File: src/rtl/rv32i_alu_pkg.sv
// rv32i_alu_pkg: shared widths and ALU operation encodings for the execution slice
package rv32i_alu_pkg;
  localparam int XLEN = 32;
  localparam int REG_ADDR_W = 5;
  typedef enum logic [3:0] {
    ALU_INVALID = 4'b0000,
    ALU_AND     = 4'b0001,
    ALU_OR      = 4'b0010,
    ALU_XOR     = 4'b0011,
    ALU_SLL     = 4'b0101,
    ALU_SRL     = 4'b0110,
    ALU_SRA     = 4'b0111,
    ALU_ADD     = 4'b1000,
    ALU_SUB     = 4'b1100,
    ALU_SLT     = 4'b1101,
    ALU_SLTU    = 4'b1111
  } alu_control_t;
endpackage

File: src/rtl/dff_en.sv
// dff_en: enabled register with synchronous active-high reset to a parameterised value
module dff_en #(
  parameter int N = 32,
  parameter logic [N-1:0] RESET = '0
) (
  input  logic         clk,
  input  logic         rst,
  input  logic         ena,
  input  logic [N-1:0] d,
  output logic [N-1:0] q
);
  always_ff @(posedge clk)
    if (rst) q <= RESET;
    else if (ena) q <= d;
endmodule

File: src/rtl/rv32i_regfile_alu_slice.sv
// rv32i_regfile_alu_slice: RV32I register file, A/B/ALU hold registers and combinational ALU
module rv32i_regfile_alu_slice
  import rv32i_alu_pkg::*;
(
  input  logic                  clk,
  input  logic                  rst,
  input  logic                  wr_ena,
  input  logic [REG_ADDR_W-1:0] wr_addr,
  input  logic [XLEN-1:0]       wr_data,
  input  logic [REG_ADDR_W-1:0] rd_addr0,
  input  logic [REG_ADDR_W-1:0] rd_addr1,
  output logic [XLEN-1:0]       rd_data0,
  output logic [XLEN-1:0]       rd_data1,
  input  logic                  ab_ena,
  output logic [XLEN-1:0]       reg_a,
  output logic [XLEN-1:0]       reg_b,
  input  logic [XLEN-1:0]       a,
  input  logic [XLEN-1:0]       b,
  input  logic [3:0]            alu_control,
  output logic [XLEN-1:0]       alu_result,
  output logic                  overflow,
  output logic                  zero,
  output logic                  equal,
  input  logic                  alu_last_ena,
  output logic [XLEN-1:0]       alu_last
);
  logic [XLEN-1:0] regs [1:31];
  logic [XLEN-1:0] sum, diff;
  // x0 has no storage; reads of it are forced to zero and writes are dropped
  always_ff @(posedge clk)
    if (rst) for (int i = 1; i < 32; i++) regs[i] <= '0;
    else if (wr_ena && wr_addr != '0) regs[wr_addr] <= wr_data;
  assign rd_data0 = (rd_addr0 == '0) ? '0 : regs[rd_addr0];
  assign rd_data1 = (rd_addr1 == '0) ? '0 : regs[rd_addr1];
  assign sum  = a + b;
  assign diff = a - b;
  always_comb begin
    alu_result = '0;
    overflow = 1'b0;
    case (alu_control)
      ALU_AND:  alu_result = a & b;
      ALU_OR:   alu_result = a | b;
      ALU_XOR:  alu_result = a ^ b;
      ALU_SLL:  alu_result = a << b[4:0];
      ALU_SRL:  alu_result = a >> b[4:0];
      ALU_SRA:  alu_result = $signed(a) >>> b[4:0];
      ALU_ADD: begin
        alu_result = sum;
        overflow = (a[31] == b[31]) && (sum[31] != a[31]);
      end
      ALU_SUB: begin
        alu_result = diff;
        overflow = (a[31] != b[31]) && (diff[31] != a[31]);
      end
      ALU_SLT:  alu_result = {31'b0, $signed(a) < $signed(b)};
      ALU_SLTU: alu_result = {31'b0, a < b};
      default:  alu_result = '0;
    endcase
  end
  assign zero  = (alu_result == '0);
  assign equal = (a == b);
  dff_en #(.N(XLEN)) u_reg_a (.clk(clk), .rst(rst), .ena(ab_ena), .d(rd_data0), .q(reg_a));
  dff_en #(.N(XLEN)) u_reg_b (.clk(clk), .rst(rst), .ena(ab_ena), .d(rd_data1), .q(reg_b));
  dff_en #(.N(XLEN)) u_alu_last (.clk(clk), .rst(rst), .ena(alu_last_ena), .d(alu_result), .q(alu_last));
endmodule

File: config.mk
export PLATFORM = sky130hd
export DESIGN_NAME = rv32i_regfile_alu_slice
export DESIGN_NICKNAME = d
export VERILOG_FILES = /design/src/rtl/rv32i_alu_pkg.sv /design/src/rtl/dff_en.sv /design/src/rtl/rv32i_regfile_alu_slice.sv
export SDC_FILE = /design/constraint.sdc
export NUM_CORES = 2
export LEC_CHECK = 0
export CAP_MARGIN = 20
export CORE_MARGIN = 5
export CORE_UTILIZATION = 35
export DETAILED_ROUTE_END_ITERATION = 8
export PLACE_DENSITY_LB_ADDON = 0.15
export SYNTH_ARGS = -nofsm -noshare
export SYNTH_HDL_FRONTEND = slang
export SYNTH_HIERARCHICAL = 1
export SYNTH_SLANG_ARGS = --single-unit
File: constraint.sdc
create_clock -name clk -period 11.9 [get_ports clk]
set_input_delay 2.38 -clock clk [delete_from_list [all_inputs] [get_ports clk]]
set_output_delay 2.38 -clock clk [all_outputs]
set_load 0.005 [all_outputs]
==> out/results.ini <==
[status]
status = complete, no violations

[yosys]
yosysWarnings = 6
synth_commonest_cells = edfxtp_1 (1024), and2_1 (1002), mux4_2 (685), clkbuf_1 (370), nor2_1 (311)
synth_async_sr_flop_share_pct = 0
seq_area_frac_synth_pct = 48.6
synthDistinctLibCells = 94
ys_top_cells_by_area = edfxtp_1 (46%), mux4_2 (23%), and2_1 (9.3%)
yosysTopAreaCellShare_pct = 45.7
synth_flop_cell = edfxtp_1
syn_area_per_cell_um2 = 13.8
synth_top_area_cell = edfxtp_1
ys_ff_latch = 1120
synth_edf_count = 1024
synth.most_common_cell = edfxtp_1
synth_area_um2 = 67300
syn_inst = 4882

[timing]
rsz0062_at_grt = false
slew_headroom_pct = 21.5
hold_viol = 0
period_share_pct = 86.5
fin_setup_tns_ps = 0
worst_pin_slew_ps = 1180
final_max_slew_viol_count = 0
skew_ps = 25.6
fmax_mhz = 97.2
min_period_ps = 10290
finalSetupViolations = 0

[place]
finalWeightedCongestion = 0.974
port_buffers = 314
hpwl_mm = 165

[critical_path]
regToRegStartpoint = regs[19][23]$_SDFFCE_PN0P_
critPathMaxStageDelay_ps = 790
slowest_stage = a2111oi_1
crit_path_max_fanout = 31
worstSetupStartpoint = b[0]
cp_num_buf_inv = 4
critical_path_arrival_ps = 7910
path_delay_family = compound AO/OA/AOI/OAI gates
cp-start-kind = input port
worstSetupPathType = in -> out
crit_chain = buf_4 > buf_4 > ha_1 > inv_1 > fa_1 > nor2b_1 > o21a_1 > o211ai_1 > a21oi_1 > o21ai_1 > a2111oi_1 > o221ai_1 > o41ai_1 > o21a_1 > o211ai_1 > nor4_2 > clkdlybuf4s50_1
cp.required_ps = 9520
end_kind = output pin

[clocking]
cts_tree = done
cts_resized = 0
htreeDepth = 4
post_cts_buffers = 0
cts_buffers = 135
cts_hold_buf = 0
insertion_delay_ps = 790
clockRootBuffer = clkbuf_16
clk_pin_slew_ps = 60
clock_path_buffers = 3
cts_sinks = 1120

[floorplan]
start_util_pct = 35.3
die-area_um2 = 201000
die_h_um = 448
rows = 160
pin_count = 315
die_w_um = 448
core_um2 = 191000

[global_route]
antenna_found_initial = 23
grt_pass1_wl_mm = 365
overflow = 0
grt_max_degree = 89
grt_pass1_vias = 45600
grtUsageTotal_pct = 25.7

[layout]
syn2layout_area_growth_pct = 15.4
multi_input_comb_area_um2 = 32500
fillers = 17700
nets = 5269
register_area_um2 = 32700
drive_gt1_share_pct = 22.9

[drt]
vias_per_cell = 5.92
drc_errors = 0
firstDrtPassIters = 6
wire_per_inst_um = 34.2
routed_wl_mm = 262
vias = 45400
postRouteAntennaNets = 0
first_iter_violations = 5293

[power]
power_uw = 10600
ir_drop_mv = 0.104
powerDensity_nw_per_um2 = 136
p_leak_uw = 0.0273

[run]
drv_cap = 0

[worst_hold_path]
hold_path.class = reg -> reg
worstHoldStart = u_reg_b/q[30]$_SDFFE_PP0P_

-- layer usage --
metal	vias to the layer above	wire [um]	global-route usage (%)
met5	-	21	0
met4	4	8500	8.10
met3	382	17900	3.57
met2	2050	127000	42.6
met1	24000	108000	35.2
li1	19000	-	-
-- where the power goes --
part           switching, uW  internal [uW]  total (uW)  leakage (uW)
registers                107           4520        4630        0.0105
clock network           1750           2320        4070       0.00210
logic                   1040            821        1860        0.0147
total                   2890           7660       10600        0.0273
-- sequential cells by signal (all words and copies together) (netlist names) --
name          count
u_reg_b/q        32
regs           1024
u_alu_last/q     32
u_reg_a/q        32
-- worst min-delay path: cells and delay by family, from the launching register on --
family,cells,cell delay [ps]
muxes,1,60
DFF,1,320
and+or+nand+nor,1,70
-- per-stage QoR --
stage | worst slack (ps) | cell area [um2] | util [%] | hold WS, ps | std cells
after floorplan | 3040 | 67400 | - | 485 | 4913
after global placement | 1800 | 73100 | 38.3 | 471 | 7408
after detailed placement | 1770 | 73100 | 38.4 | 478 | 7410
after CTS | 1740 | 77400 | 40.6 | 494 | 7654
after global routing | 1350 | 77600 | 40.7 | 513 | 7664
final | 1610 | 77600 | 40.7 | 491 | 7671
-- placed cells by master, fill, tap and decap left out, types with 20 or more instances in the layout --
master           instances
a211oi_1                23
a21o_1                  23
a21oi_1                 88
a22oi_1                 31
and2_1                1002
buf_4                  150
clkbuf_1                35
clkbuf_16              139
clkdlybuf4s50_1        296
clkinv_2                20
conb_1                  32
dfxtp_1                 96
edfxtp_1              1024
ha_1                   103
inv_1                  104
mux2_2                  27
mux2i_1                233
mux4_2                 685
nand2_1                 97
nand3_1                 37
nor2_1                 281
nor2_4                  30
nor3_1                  34
o211ai_1                27
o21ai_0                 83
o22ai_1                 20
or2_2                   37
-- cell families (layout without fill, tap and decap cells) --
group	count (synthesis)	count (layout)	share of synthesized area (%)
flops	1120	1120	48.6
buf+inv	591	829	3.65
xor+xnor	19	19	0.247
compound gates	463	463	4.80
simple gates	1631	1631	13.6
other cells	1	41	0.00558
fa+ha+maj	105	105	1.98
mux	952	952	27.1
-- final cells by class --
class | count | area share [%]
sequential | 1120 | 42.1
multi-input combinational | 3202 | 41.9
timing repair buffer | 474 | 5.83
clock buffer | 189 | 4.87
tap | 2511 | 4.05
clock inverter | 55 | 0.672
inverter | 111 | 0.537
antenna | 9 | 0.0290
-- worst paths after layout --
kind | cells past startpoint | endpoint | slack, ps
worst max-delay path | 17 | zero | 1610
worst min-delay path | 2 | u_reg_b/q[30]$_SDFFE_PP0P_ | 490
worst max register to register | 6 | u_reg_b/q[23]$_SDFFE_PP0P_ | 9370
worst min register to register | 2 | u_reg_b/q[30]$_SDFFE_PP0P_ | 490
No activity file was read; power rests on OpenSTA's default activity.
